## src/rtl/hazard_pkg.sv

```systemverilog
// rtl/hazard_pkg.sv - shared widths, tag type and stage indices for the hazard controller
package hazard_pkg;

  localparam int NREG_BITS = 3;
  localparam int CNT_W     = 16;

  // Stage slots in the tag pipeline
  localparam int EX  = 0;
  localparam int MEM = 1;

  typedef struct packed {
    logic                 valid;
    logic [NREG_BITS-1:0] rd;
    logic                 is_load;
  } tag_t;

endpackage

```

## src/rtl/hazard_ctrl_if.sv

```systemverilog
// rtl/hazard_ctrl_if.sv - decode-side hazard interface: decode/pipeline inputs and control outputs
interface hazard_ctrl_if #(
  parameter int NREG_BITS = hazard_pkg::NREG_BITS,
  parameter int CNT_W     = hazard_pkg::CNT_W
);

  logic                 id_valid;
  logic [NREG_BITS-1:0] id_rs_sel;
  logic                 id_rs_used;
  logic [NREG_BITS-1:0] id_rt_sel;
  logic                 id_rt_used;
  logic [NREG_BITS-1:0] id_rd_sel;
  logic                 id_reg_write;
  logic                 id_is_load;
  logic                 flush;
  logic                 mem_busy;
  logic                 stall;
  logic                 ex_bubble;
  logic                 freeze;
  logic [CNT_W-1:0]     stall_cnt;

  modport master (
    output id_valid, id_rs_sel, id_rs_used, id_rt_sel, id_rt_used,
    output id_rd_sel, id_reg_write, id_is_load, flush, mem_busy,
    input  stall, ex_bubble, freeze, stall_cnt
  );

  modport slave (
    input  id_valid, id_rs_sel, id_rs_used, id_rt_sel, id_rt_used,
    input  id_rd_sel, id_reg_write, id_is_load, flush, mem_busy,
    output stall, ex_bubble, freeze, stall_cnt
  );

endinterface

```

## src/rtl/hazard_tag_stage.sv

```systemverilog
// rtl/hazard_tag_stage.sv - one destination-tag register with hold/clear/load and a two-source match
module hazard_tag_stage
  import hazard_pkg::*;
(
  input  logic                 clk,
  input  logic                 rst,
  input  logic                 hold,
  input  logic                 clear,
  input  logic                 load,
  input  tag_t                 tag_in,
  input  logic [NREG_BITS-1:0] rs_sel,
  input  logic                 rs_used,
  input  logic [NREG_BITS-1:0] rt_sel,
  input  logic                 rt_used,
  output tag_t                 tag_q,
  output logic                 hit
);

  tag_t tag_d;

  // Next tag: hold wins, then clear (insert an empty slot), then load
  always_comb begin
    tag_d = tag_q;
    if (!hold) begin
      if (clear) begin
        tag_d = '0;
      end else if (load) begin
        tag_d = tag_in;
      end
    end
  end

  // Tag register, emptied asynchronously on reset
  always_ff @(posedge clk or negedge rst) begin
    if (!rst) begin
      tag_q <= '0;
    end else begin
      tag_q <= tag_d;
    end
  end

  // A live entry matches when either used source names its destination
  always_comb begin
    hit = tag_q.valid & ((rs_used & (rs_sel == tag_q.rd)) |
                         (rt_used & (rt_sel == tag_q.rd)));
  end

endmodule

```

## src/rtl/hazard_ctrl.sv

```systemverilog
// rtl/hazard_ctrl.sv - decode-stage stall/bubble/freeze control; HAZARD_FWD_EN selects load-use-only interlock
module hazard_ctrl #(
  parameter int NREG_BITS = hazard_pkg::NREG_BITS,
  parameter int CNT_W     = hazard_pkg::CNT_W
) (
  input  logic         clk,
  input  logic         rst,
  hazard_ctrl_if.slave hif
);
  import hazard_pkg::*;

  logic [NREG_BITS-1:0] rs_sel;
  logic [NREG_BITS-1:0] rt_sel;
  logic [NREG_BITS-1:0] rd_sel;
  tag_t                 stage_tag [2];
  logic                 stage_hit [2];
  tag_t                 id_tag;
  logic                 id_live;
  logic                 stall_raw;
  logic                 ex_clear;
  logic [CNT_W-1:0]     stall_cnt_q;
  logic [CNT_W-1:0]     stall_cnt_d;

  assign rs_sel = hif.id_rs_sel;
  assign rt_sel = hif.id_rt_sel;
  assign rd_sel = hif.id_rd_sel;

  // A flushed decode slot is dead and cannot raise a hazard
  assign id_live = hif.id_valid & ~hif.flush;

  // What decode would place into EX if it issues this cycle
  always_comb begin
    id_tag         = '0;
    id_tag.valid   = hif.id_valid & hif.id_reg_write;
    id_tag.rd      = rd_sel;
    id_tag.is_load = hif.id_is_load;
  end

`ifdef HAZARD_FWD_EN
  // Forwarding covers everything except a load result needed immediately
  assign stall_raw = id_live & stage_hit[EX] & stage_tag[EX].is_load;

  logic unused_mem;
  assign unused_mem = ^{stage_tag[MEM], stage_hit[MEM]};
`else
  // Full interlock: wait until the producer has left MEM
  assign stall_raw = id_live & (stage_hit[EX] | stage_hit[MEM]);

  logic unused_mem;
  assign unused_mem = ^stage_tag[MEM];
`endif

  // A bubble enters EX whenever decode does not issue into it
  assign ex_clear = hif.flush | stall_raw;

  hazard_tag_stage u_ex_tag (
    .clk     (clk),
    .rst     (rst),
    .hold    (hif.mem_busy),
    .clear   (ex_clear),
    .load    (1'b1),
    .tag_in  (id_tag),
    .rs_sel  (rs_sel),
    .rs_used (hif.id_rs_used),
    .rt_sel  (rt_sel),
    .rt_used (hif.id_rt_used),
    .tag_q   (stage_tag[EX]),
    .hit     (stage_hit[EX])
  );

  hazard_tag_stage u_mem_tag (
    .clk     (clk),
    .rst     (rst),
    .hold    (hif.mem_busy),
    .clear   (1'b0),
    .load    (1'b1),
    .tag_in  (stage_tag[EX]),
    .rs_sel  (rs_sel),
    .rs_used (hif.id_rs_used),
    .rt_sel  (rt_sel),
    .rt_used (hif.id_rt_used),
    .tag_q   (stage_tag[MEM]),
    .hit     (stage_hit[MEM])
  );

  // Control outputs, priority freeze > flush > raw hazard > normal
  always_comb begin
    hif.freeze    = hif.mem_busy;
    hif.stall     = hif.mem_busy | stall_raw;
    hif.ex_bubble = ~hif.mem_busy & ex_clear;
  end

  // Stall-cycle counter, sticks at all-ones
  always_comb begin
    stall_cnt_d = stall_cnt_q;
    if (hif.stall && (stall_cnt_q != {CNT_W{1'b1}})) begin
      stall_cnt_d = stall_cnt_q + 1'b1;
    end
  end

  // Counter register
  always_ff @(posedge clk or negedge rst) begin
    if (!rst) begin
      stall_cnt_q <= '0;
    end else begin
      stall_cnt_q <= stall_cnt_d;
    end
  end

  assign hif.stall_cnt = stall_cnt_q;

endmodule

```

## src/flat_wrapper.sv

```systemverilog
// flat-port wrapper written by rule: the top's interface ports become plain ports
module hazard_ctrl_flat import hazard_pkg::*;
#(
  parameter int NREG_BITS = hazard_pkg::NREG_BITS,
  parameter int CNT_W     = hazard_pkg::CNT_W
)
  (clk, rst, hif_id_valid, hif_id_rs_sel, hif_id_rs_used, hif_id_rt_sel, hif_id_rt_used, hif_id_rd_sel, hif_id_reg_write, hif_id_is_load, hif_flush, hif_mem_busy, hif_stall, hif_ex_bubble, hif_freeze, hif_stall_cnt);
  hazard_ctrl_if #(.NREG_BITS(NREG_BITS), .CNT_W(CNT_W)) hif_i ();
  input  logic clk;
  input  logic rst;
  input wire logic [$bits(hif_i.id_valid)-1:0] hif_id_valid;
  input wire logic [$bits(hif_i.id_rs_sel)-1:0] hif_id_rs_sel;
  input wire logic [$bits(hif_i.id_rs_used)-1:0] hif_id_rs_used;
  input wire logic [$bits(hif_i.id_rt_sel)-1:0] hif_id_rt_sel;
  input wire logic [$bits(hif_i.id_rt_used)-1:0] hif_id_rt_used;
  input wire logic [$bits(hif_i.id_rd_sel)-1:0] hif_id_rd_sel;
  input wire logic [$bits(hif_i.id_reg_write)-1:0] hif_id_reg_write;
  input wire logic [$bits(hif_i.id_is_load)-1:0] hif_id_is_load;
  input wire logic [$bits(hif_i.flush)-1:0] hif_flush;
  input wire logic [$bits(hif_i.mem_busy)-1:0] hif_mem_busy;
  output wire logic [$bits(hif_i.stall)-1:0] hif_stall;
  output wire logic [$bits(hif_i.ex_bubble)-1:0] hif_ex_bubble;
  output wire logic [$bits(hif_i.freeze)-1:0] hif_freeze;
  output wire logic [$bits(hif_i.stall_cnt)-1:0] hif_stall_cnt;
  assign hif_i.id_valid = hif_id_valid;
  assign hif_i.id_rs_sel = hif_id_rs_sel;
  assign hif_i.id_rs_used = hif_id_rs_used;
  assign hif_i.id_rt_sel = hif_id_rt_sel;
  assign hif_i.id_rt_used = hif_id_rt_used;
  assign hif_i.id_rd_sel = hif_id_rd_sel;
  assign hif_i.id_reg_write = hif_id_reg_write;
  assign hif_i.id_is_load = hif_id_is_load;
  assign hif_i.flush = hif_flush;
  assign hif_i.mem_busy = hif_mem_busy;
  assign hif_stall = hif_i.stall;
  assign hif_ex_bubble = hif_i.ex_bubble;
  assign hif_freeze = hif_i.freeze;
  assign hif_stall_cnt = hif_i.stall_cnt;
  hazard_ctrl #(.NREG_BITS(NREG_BITS), .CNT_W(CNT_W)) u_core (.clk(clk), .rst(rst), .hif(hif_i));
endmodule
```

## config.mk

```make
export PLATFORM = sky130hd
export DESIGN_NAME = hazard_ctrl_flat
export DESIGN_NICKNAME = d
export VERILOG_FILES = /design/src/rtl/hazard_pkg.sv /design/src/rtl/hazard_ctrl_if.sv /design/src/rtl/hazard_tag_stage.sv /design/src/rtl/hazard_ctrl.sv /design/src/flat_wrapper.sv
export SDC_FILE = /design/constraint.sdc
export NUM_CORES = 1
export LEC_CHECK = 0
export BUFFER_PORTS_ARGS = -buffer_cell sky130_fd_sc_hd__buf_4
export CAP_MARGIN = 20
export CORE_ASPECT_RATIO = 1.1
export CORE_MARGIN = 1
export CORE_UTILIZATION = 59
export CTS_BUF_LIST = sky130_fd_sc_hd__clkbuf_4 sky130_fd_sc_hd__clkbuf_8
export DETAILED_ROUTE_END_ITERATION = 10
export PLACE_DENSITY = 0.87
export SLEW_MARGIN = 10
export SYNTH_ARGS = -nofsm -noshare
export SYNTH_HDL_FRONTEND = slang
export SYNTH_SLANG_ARGS = --single-unit
```

## constraint.sdc

```tcl
create_clock -name clk -period 5.31 [get_ports clk]
set_clock_uncertainty 0.15 [all_clocks]
set_input_delay 0.531 -clock clk [delete_from_list [all_inputs] [get_ports clk]]
set_output_delay 0.531 -clock clk [all_outputs]
set_load 0.02 [all_outputs]
```

==> results of run 1 <==
## power by group through the flow
stage	Clock, mW	Combinational (mW)	Sequential (mW)
CTS	0.102	0.263	0.298
floorplan	0	0.132	0.327
global route	0.108	0.287	0.310
detailed placement	0	0.262	0.301
global placement	0	0.256	0.296
finish	0.0994	0.262	0.299
## metal layers
layer | share of wire (%) | routed length, um | global-route usage [%] | up-vias
met3 | 5.9 | 194 | 3.83 | 5
met5 | 0 | 0 | 0 | -
met4 | 1.2 | 38 | 11.4 | 0
met2 | 50 | 1660 | 46.7 | 54
met1 | 42 | 1390 | 35.3 | 643
li1 | - | - | - | 626
## critical path, cell delays in order (launching register included)
cell,delay [ps]
dfrtp_1,460
xnor2_1,190
nand4_1,190
a21bo_2,260
a21boi_0,410
o21a_1,170
buf_4,130
## cell type report
cell class / instances / area [um2]
Timing Repair Buffer: 36 / 273
Tap cell: 30 / 37.5
Fill cell: 160 / 500
Sequential cell: 24 / 601
Inverter: 6 / 22.5
Multi-Input combinational cell: 112 / 850
Clock buffer: 4 / 36.3
## cells in the final DEF, fill, tap and decap left out, drive strengths merged, types with 4 or more instances in the layout
master,instances
o31ai,4
nand4,13
dfrtp,24
buf,35
o311ai,6
clkbuf,4
inv,5
nand3,8
xnor2,15
nand2,15
mux2,12
a21oi,6
## worst min path at each step
stage / start / to / slack [ps] / cells past startpoint
6_report: hif_flush / u_core.u_ex_tag.tag_q[1] / 270 / 2
5_1_grt: hif_flush / u_core.u_ex_tag.tag_q[1] / 260 / 2
4_1_cts: hif_flush / u_core.u_ex_tag.tag_q[1] / 260 / 2
3_5_place_dp: rst / u_core.hif.stall_cnt[14] / 300 / 1
3_3_place_gp: rst / u_core.hif.stall_cnt[14] / 300 / 1
2_1_floorplan: rst / u_core.hif.stall_cnt[0] / 90 / 0
## flip-flops by register name, indices dropped and copies added, names as in the netlist
signal and cells:
u_core.u_ex_tag.tag_q 4, u_core.hif.stall_cnt 16, u_core.u_mem_tag.tag_q 4
## cells by family (layout without fill, tap and decap cells)
kind of cell               count (synthesis)  after routing
AOI/OAI and AO/OA                         33             33
DFF                                       24             24
and+or+nand+nor                           51             51
buffers and inverters                     11             46
muxes                                     12             12
adders and majority gates                  1              1
xor gates and xnor gates                  15             15
## repair_timing
action / 4_1_cts / 5_1_grt
hold buffers: 1 / 0
setup buffers: 0 / 0
hold endpoints to repair: 24 / 0
setup endpoints to repair: 0 / 0
## through the flow
stage	setup slack [ps]	instance area [um2]	total power, mW
detailed placement	2660	1770	0.563
finish	2490	1820	0.660
global placement	2710	1770	0.552
CTS	2490	1820	0.662
global route	2320	1820	0.705
floorplan	2980	1500	0.458
==> key figures, run 1 <==
Power
  – Net Sw Power: 263 uW
  – Peak supply drop: 0.389 mV
  – Leak pwr: 0.755 nW
  – Combinational share of power: 39.6%
  – Cell internal pwr: 397 uW
  – Sw frac: 39.9%
  – Seq pwr share: 45.3%
  – Clk pwr share: 15.1%
  – P per Cell Area: 363 nW/um2

Clock tree
  – Worst skew pair latency: 320 ps
  – CTS root buffer: clkbuf_4
  – Worst-path clk slew: 130 ps
  – CTS Buffer Depth: 2
  – Num CTS Buffers: 3
  – CTS tree: yes
  – # resized after CTS: 0
  – Clock sink total: 24
  – CTS H-Tree Depth: 1

Logic synthesis
  – Synth cell types: 41
  – Seq/Total Area, Yosys: 40.0%
  – Post-synth ARST share: 100%
  – Largest family of logic cells by synthesized area: simple AND/OR/NAND/NOR gates
  – Yosys warns: 0
  – Syn nets: 166
  – Synth Area in Adders: 0.833%
  – Synth Register Bits: 24
  – Multiplexer share of the synthesized area: 9.24%
  – Synth area leaders: dfrtp_1 (40%), xnor2_1 (8.7%), nand4_1 (5.0%)
  – Post-synth top cells: dfrtp_1 (24), nand2_1 (15), xnor2_1 (15)
  – Synth Area per Inst: 10.2 um2
  – Top-count cell post-synth: dfrtp_1
  – Synth Instances: 147
  – Synth Area in Simple Gates: 19.3%
  – Mapped Area: 1500 um2
  – Synth Flop Type: dfrtp_1
  – EDFF count, synth: 0
  – Synth top area share: 40.0%
  – Compound-Gate Fraction of Synth Area: 18.4%
  – XOR/XNOR share of the synthesized area: 8.74%
  – Largest area contributor in the netlist: dfrtp_1

Route
  – Final WL: 3280 um
  – DR pass1 iterations: 4
  – DR vias/cell: 6.26
  – DRC Markers: 0
  – Drt wl/cell: 15.5 um
  – DRT antenna net count: 0
  – Via Count: 1,328
  – DR iter-0 viols: 36

Worst setup path
  – R2R setup slack: 3000 ps
  – Worst r2r src: u_core.hif.stall_cnt[0]
  – Critical path fanouts, max: 4
  – CP endpoint kind: output pin
  – CP Data Arrival Time: 2140 ps
  – Crit Reg-Reg Endpoint: u_core.hif.stall_cnt[1]
  – Critical Path End: hif_ex_bubble
  – CP required: 4630 ps
  – FF-to-FF path depth: 6
  – Worst Setup SP: u_core.u_ex_tag.tag_q[3]
  – Crit path launch type: flip-flop
  – WS Path Type: reg2out

Floorplanning
  – Die width: 50.1 um
  – Floorplan row count: 18
  – IO Count: 37
  – Die area: 2750 um2
  – Die span in y: 54.9 um
  – Core area: 2320 um2
  – Initial Util: 64.8%

Global route
  – Largest net degree at the start of global routing: 25
  – First-pass GRT wire length: 5620 um
  – Antenna violations before repair: 0
  – All-layer global routing usage: 27.4%
  – Remaining Overflow, GRT: 0
  – Vias in the first global route: 1,219

Final layout
  – Proportion of layout cells with a drive suffix above 1: 29.7%
  – Layout net count: 202
  – Layout area overhead: 21.1%
  – Fin util: 78.4%
  – Final Instance Count excl. Fillers: 212
  – Diodes inserted: 0

Run status
  – Outcome: finished clean

Flow run
  – Number of max-cap violations: 0

STA
  – Period utilization: 53.1%
  – Final Hold Viols: 0
  – Worst slew margin: 52.5%
  – Highest clock rate: 355 MHz
  – Worst-Margin Slew: 707 ps
  – RSZ-0062 raised after global routing: no
  – Tmin final: 2820 ps
  – Max Slew Vio Count: 0
  – Hold WS: 273 ps
  – Setup-failing EPs final: 0
  – Final setup TNS: 0 ps

Place
  – Dpl cells: 207
  – GP Congestion: 0.759
  – Number of buffers added on ports: 35
  – HPWL Detailed: 2450 um

Hold path
  – HP Class: in2reg
Power figures use the tool's default switching activity.
==> run 2: changes to the inputs <==
- CORE_UTILIZATION: 59 -> 55
- PLACE_DENSITY: 0.87 -> 0.82
- clock period: 5.31 -> 2.9 ns (I/O delays scaled with it)
==> run 2 against run 1 <==
  * Routed wire length is 6.5% higher
  * Sequential power is 84% higher
  * Sequential share of layout area is 0.45 points lower
  * Critical path depth stayed put
  * First-iteration DRC count is 2.8% higher
  * Global-route usage is 0.38 points higher
  * Die area is 7.0% higher
  * Non-clock buffer count is 1 higher
  * Via count is 1.7% higher
  * Clock-buffer cell count is 1 lower
  * Worst setup slack worse by 2200 ps
  * Register-to-register slack worse by 2400 ps
  * Critical endpoint unchanged
  * Highest routed layer unchanged
==> key figures, run 2 (synthesized netlist as in run 1, its figures left out) <==
Worst setup path
  – CP Data Arrival Time: 2220 ps (+80 ps)
  – CP endpoint kind: output pin
  – Crit path launch type: flip-flop
  – Buf+Inv Stages, Crit Path: 1 (unchanged)
  – WS Path Type: reg2out
  – Slowest CP cell: dfrtp_1
  – Critical path fanouts, max: 4 (unchanged)
  – CP required: 2460 ps (-2170 ps)
  – CP Cell Sequence: xnor2_1 -> nand4_1 -> a21bo_2 -> a21boi_0 -> o21a_1 -> buf_4
  – Slowest stage delay, CP: 460 ps (about the same)
  – CP delay by family, top: compound AO/OA/AOI/OAI gates

Place
  – HPWL Detailed: 2480 um (+1.4%)
  – Dpl cells: 209 (+0.97%)
  – GP Congestion: 0.756 (-0.38%)
  – Area after DPL: 1780 um2 (+0.49%)
  – Number of buffers added on ports: 35 (unchanged)
  – Worst slack, placed: 635 ps (-2020 ps)

STA
  – Max Slew Vio Count: 0 (unchanged)
  – Setup-failing EPs final: 0 (unchanged)
  – Highest clock rate: 376 MHz
  – RSZ-0062 raised after global routing: no
  – Worst slew margin: 62.8% (+10 points)
  – Period utilization: 91.6%
  – Post-route setup slack: 243 ps (-2250 ps)
  – Tmin final: 2660 ps
  – Final Hold Viols: 0 (unchanged)
  – Final setup TNS: 0 ps (unchanged)
  – Worst-Margin Slew: 553 ps (-153 ps)
  – Hold WS: 24.2 ps (-249 ps)

Route
  – DR vias/cell: 6.31 (+0.71%)
  – Via Count: 1,350 (+1.7%)
  – DR pass1 iterations: 4 (unchanged)
  – Drt wl/cell: 16.3 um (+5.5%)
  – DRC Markers: 0 (unchanged)
  – DR iter-0 viols: 37 (+2.8%)
  – Final WL: 3490 um (+6.5%)
  – DRT antenna net count: 0 (unchanged)

Global route
  – Largest net degree at the start of global routing: 25 (unchanged)
  – All-layer global routing usage: 27.8% (+0.38 points)
  – Remaining Overflow, GRT: 0 (unchanged)
  – Vias in the first global route: 1,360 (+12%)
  – Antenna violations before repair: 0 (unchanged)
  – First-pass GRT wire length: 6110 um (+8.7%)

Clock tree
  – # resized after CTS: 0 (unchanged)
  – Post CTS Setup Buffer Count: 0 (unchanged)
  – Worst skew pair latency: 340 ps (+20 ps)
  – CTS Buffer Depth: 2 (unchanged)
  – CTS root buffer: clkbuf_4
  – Clock sink total: 24 (unchanged)
  – Worst-path clk slew: 130 ps (about the same)
  – Num CTS Buffers: 3 (unchanged)
  – CTS Hold Bufs: 1 (unchanged)
  – CTS tree: yes
  – CTS H-Tree Depth: 1 (unchanged)

Final layout
  – Register area: 601 um2 (unchanged)
  – Area of the multi-input gates: 850 um2 (unchanged)
  – Post-route cell area: 1840 um2 (+1.4%)
  – Diodes inserted: 0 (unchanged)
  – Layout area overhead: 22.7%
  – Fillcell total: 188 (+18%)
  – Proportion of layout cells with a drive suffix above 1: 30.1% (+0.38 points)
  – Max FFs per register: 16 (unchanged)
  – Layout net count: 203 (+0.50%)
  – Commonest non-fill, non-tap cell in the layout: buf_4
  – Fin util: 72.5% (-5.9 points)
  – Final Instance Count excl. Fillers: 214 (+0.94%)
  – Most frequent cells in the layout: buf_4 (36), dfrtp_1 (24), xnor2_1 (15), nand2_1 (15), nand4_1 (12)

Floorplanning
  – IO Count: 37 (unchanged)
  – Floorplan row count: 19 (+1)
  – Initial Util: 59.1% (-5.7 points)
  – Die area: 2950 um2 (+7.0%)
  – Die width: 51.8 um (+3.4%)
  – Die span in y: 56.8 um (+3.4%)
  – Core area: 2540 um2 (+9.7%)

Power
  – Seq pwr share: 42.7% (-2.6 points)
  – Combinational share of power: 37.6% (-2.0 points)
  – P per Cell Area: 696 nW/um2 (+92%)
  – Peak supply drop: 0.730 mV (+88%)
  – Cell internal pwr: 791 uW (+99%)
  – Sw frac: 38.4% (-1.4 points)
  – Net Sw Power: 493 uW (+87%)
  – Final Power: 1.28 mW (+94%)
  – Clk pwr share: 19.7% (+4.6 points)
  – Leak pwr: 0.767 nW (+1.6%)

Flow run
  – Number of max-cap violations: 0 (unchanged)

Run status
  – Outcome: finished clean

Hold path
  – HP Class: in2reg
==> run 2: cell count changes in the layout (fill, tap and decap cells not counted) <==
cell,delta
buf_4,+1
bufinv_16,+1
clkbuf_8,-1
==> run 2: path summary, 6_finish.rpt <==
check | end | cells past startpoint | slack, ps | from
worst min-delay path | u_core.u_ex_tag.tag_q[2] | 2 | 20 | hif_flush
max in group asynchronous | u_core.u_ex_tag.tag_q[2] | 2 | 2130 | rst
min in group asynchronous | u_core.hif.stall_cnt[13] | 2 | 210 | rst
worst min register to register | u_core.u_mem_tag.tag_q[4] | 1 | 390 | u_core.u_mem_tag.tag_q[4]
worst max register to register | u_core.hif.stall_cnt[1] | 6 | 610 | u_core.hif.stall_cnt[0]
worst max-delay path | hif_ex_bubble | 6 | 240 | u_core.u_ex_tag.tag_q[2]
==> run 2: area by class of cell <==
cell class / instances / share of cell area, %
Multi-Input combinational cell: 112 / 46.1
Timing Repair Buffer: 37 / 15.2
Tap cell: 31 / 2.10
Clock inverter: 1 / 1.63
Sequential cell: 24 / 32.6
Inverter: 6 / 1.22
Clock buffer: 3 / 1.22
==> run 2: worst reg2reg max path: cells and delay by family, from the launching register on <==
family                     cells  cell delay, ps
AOI/OAI and AO/OA              1             140
adders and majority gates      1             220
and+or+nand+nor                3             910
DFF                            1             450
muxes                          1             320
==> run 2: layer usage <==
metal	global-route usage [%]	routed length (um)	part of all wire (%)
met2	44.5	1730	49
met5	0	0	0
met4	15.4	111	3.2
met3	3.79	201	5.8
met1	35.1	1450	42
==> run 2: power groups by stage <==
stage	Sequential [mW]	Clock, mW	Combinational (mW)
after floorplan	0.598	0	0.241
after global placement	0.544	0	0.469
after detailed placement	0.552	0	0.481
after CTS	0.547	0.256	0.485
after global routing	0.566	0.263	0.533
final	0.549	0.252	0.483
==> run 3: changes to the inputs <==
- PLACE_DENSITY: 0.82 -> 0.81
- SYNTH_HIERARCHICAL: unset -> 1
- clock period: 2.9 -> 2.6 ns (I/O delays scaled with it)
==> run 3 against run 2 <==
  * Register-to-register slack lost 240 ps
  * Clock power decreased by 24%
  * Via count fell by 5.9%
  * Synthesized cell count is 1.4% higher
  * Routed wire length is 8.6% lower
  * Design area grew 1.9%
  * Sequential share of layout area fell by 0.61 points
  * Synthesized area shrank 0.75%
  * First-iteration DRC count unchanged
  * Die area down 0.72%
  * Core utilization increased by 1.4 points
==> key figures, run 3 <==
Clock tree
  – # resized after CTS: 0 (unchanged)
  – Num CTS Buffers: 3 (unchanged)
  – CTS H-Tree Depth: 1 (unchanged)
  – CTS Buffer Depth: 2 (unchanged)
  – Worst-path clk slew: 120 ps (about the same)
  – Worst skew pair latency: 310 ps (-30 ps)
  – CTS root buffer: clkbuf_4
  – Clock sink total: 24 (unchanged)
  – CTS tree: yes

Route
  – DR vias/cell: 5.50 (-13%)
  – DRT antenna net count: 0 (unchanged)
  – Final WL: 3190 um (-8.6%)
  – DRC Markers: 0 (unchanged)
  – Via Count: 1,270 (-5.9%)
  – DR iter-0 viols: 37 (unchanged)
  – Drt wl/cell: 13.8 um (-15%)
  – DR pass1 iterations: 4 (unchanged)

Power
  – Net Sw Power: 460 uW (-6.8%)
  – Leak pwr: 0.822 nW (+7.2%)
  – P per Cell Area: 645 nW/um2 (-7.3%)
  – Cell internal pwr: 753 uW (-4.7%)
  – Final Power: 1.21 mW (-5.5%)
  – Peak supply drop: 0.705 mV (-3.4%)
  – Combinational share of power: 38.6% (+1.0 points)
  – Clk pwr share: 15.8% (-3.9 points)
  – Seq pwr share: 45.6% (+2.9 points)
  – Sw frac: 37.9% (-0.54 points)

Hold path
  – Hold path startpoint: hif_id_rd_sel[2]
  – HP Class: in2reg
  – Worst hold stages: 3 (+1)
  – Hold Path End: u_core/u_ex_tag/tag_q[3]

STA
  – Worst slew margin: 66.7% (+3.8 points)
  – RSZ-0062 raised after global routing: no
  – Period utilization: 91.6%
  – Final setup TNS: 0 ps (unchanged)
  – Post-route setup slack: 217 ps (-25.8 ps)
  – Final Hold Viols: 0 (unchanged)
  – Max Slew Vio Count: 0 (unchanged)
  – Highest clock rate: 420 MHz
  – Worst-Margin Slew: 496 ps (-57.3 ps)
  – Setup-failing EPs final: 0 (unchanged)
  – Tmin final: 2380 ps

Worst setup path
  – FF-to-FF path depth: 8 (+2)
  – CP endpoint kind: output pin
  – Crit path launch type: flip-flop
  – Critical path fanouts, max: 13 (+9)
  – CP required: 2190 ps (-270 ps)
  – Worst r2r src: u_core/u_ex_tag/tag_q[2]
  – Crit Reg-Reg Endpoint: u_core/hif.stall_cnt[5]
  – WS Path Type: reg2out
  – CP Data Arrival Time: 1970 ps (-250 ps)
  – R2R setup slack: 370 ps (-240 ps)

Final layout
  – Commonest non-fill, non-tap cell in the layout: buf_4
  – Most frequent cells in the layout: buf_4 (36), dfrtp_1 (24), nand2_1 (16)
  – Layout area overhead: 26.0%
  – Final Instance Count excl. Fillers: 231 (+7.9%)
  – Max FFs per register: 16 (unchanged)
  – Proportion of layout cells with a drive suffix above 1: 31.5% (+1.4 points)
  – Register area: 601 um2 (unchanged)
  – Diodes inserted: 0 (unchanged)
  – Layout net count: 220 (+8.4%)
  – Fillcell total: 191 (+1.6%)
  – Fin util: 73.9% (+1.4 points)
  – Area of the multi-input gates: 912 um2 (+7.4%)

Place
  – GP Congestion: 0.897 (+19%)
  – Number of buffers added on ports: 35 (unchanged)
  – Worst slack, placed: 403 ps (-232 ps)
  – Dpl cells: 226 (+8.1%)
  – HPWL Detailed: 2440 um (-1.6%)

Logic synthesis
  – Mapped Area: 1490 um2 (-0.75%)
  – Synth Instances: 149 (+1.4%)
  – Synth Area per Inst: 10.0 um2 (-2.1%)
  – Yosys warns: 6 (+6)

Floorplanning
  – Die area: 2920 um2 (-0.72%)
  – Floorplan row count: 19 (unchanged)
  – Die width: 51.7 um (-0.36%)
  – IO Count: 37 (unchanged)
  – Core area: 2540 um2 (unchanged)
  – Die span in y: 56.6 um (-0.36%)
  – Initial Util: 58.6% (-0.44 points)

Global route
  – Largest net degree at the start of global routing: 25 (unchanged)
  – All-layer global routing usage: 24.1% (-3.7 points)
  – Antenna violations before repair: 0 (unchanged)
  – First-pass GRT wire length: 5230 um (-14%)
  – Vias in the first global route: 1,235 (-9.2%)
  – Remaining Overflow, GRT: 0 (unchanged)

Run status
  – Outcome: finished clean

Flow run
  – Number of max-cap violations: 0 (unchanged)
[run 3: cell count changes in the layout (fill, tap and decap cells not counted), moves of 3 or more]
| cell | before | now |
|---|---|---|
| o21ai_1 | 0 | 8 |
| nor4_1 | 0 | 3 |
| xor2_1 | 0 | 9 |
| o41ai_1 | 3 | 0 |
| mux2_1 | 6 | 0 |
| o31ai_1 | 3 | 0 |
| conb_1 | 0 | 14 |
| a21oi_1 | 4 | 10 |
| a311o_1 | 3 | 0 |
| o311ai_1 | 5 | 0 |
| and2b_4 | 0 | 6 |
[run 3: stage by stage]
step	hold WS, ps	area [um2]
final	77.7	1880
after floorplan	-186	1540
after global placement	19.8	1830
after detailed placement	21.9	1830
after CTS	62.4	1880
after global routing	74.9	1880
[run 3: layout make-up]
class	count	share of cell area, %
Tap cell	31	2.06
Multi-Input combinational cell	132	48.5
Inverter	3	0.599
Sequential cell	24	32.0
Clock buffer	4	1.93
Timing Repair Buffer	37	14.9
[run 3: power groups by stage]
stage	Combinational, mW	Sequential, mW	Clock (mW)
after floorplan	0.214	0.619	0
after global placement	0.451	0.556	0
after detailed placement	0.465	0.561	0
after CTS	0.469	0.553	0.204
after global routing	0.500	0.567	0.212
final	0.469	0.553	0.192
[run 3: worst max-delay path by stage]
stage                              start                        to  depth (start not counted)
5_1_grt         u_core/u_ex_tag/tag_q[2]                 hif_stall                          8
6_report        u_core/u_ex_tag/tag_q[2]                 hif_stall                          8
2_1_floorplan  u_core/u_mem_tag/tag_q[2]   u_core/hif.stall_cnt[4]                          9
4_1_cts         u_core/u_ex_tag/tag_q[3]                 hif_stall                          8
3_5_place_dp    u_core/u_ex_tag/tag_q[3]   u_core/hif.stall_cnt[5]                          8
3_3_place_gp    u_core/u_ex_tag/tag_q[3]  u_core/hif.stall_cnt[12]                          8
[run 3: routing by layer]
layer / vias to the layer above / routed length (um) / global-route usage [%]
met5: - / 0 / 0
met4: 0 / 34 / 8.11
met2: 34 / 1710 / 46.6
met3: 4 / 128 / 2.44
met1: 609 / 1320 / 26.1
li1: 623 / - / -
[run 3: timing repair]
item | CTS | global route
hold endpoints to repair | 24 | 0
setup buffers | 0 | 0
hold buffers | 1 | 0
[run 3: critical path, cell delays in order (launching register included)]
cell      delay, ps
dfrtp_1         470
xnor2_1         230
nand4_1         120
a21boi_1        190
o21a_1          130
a21oi_1          70
buf_4           190
inv_1           120
buf_4           160
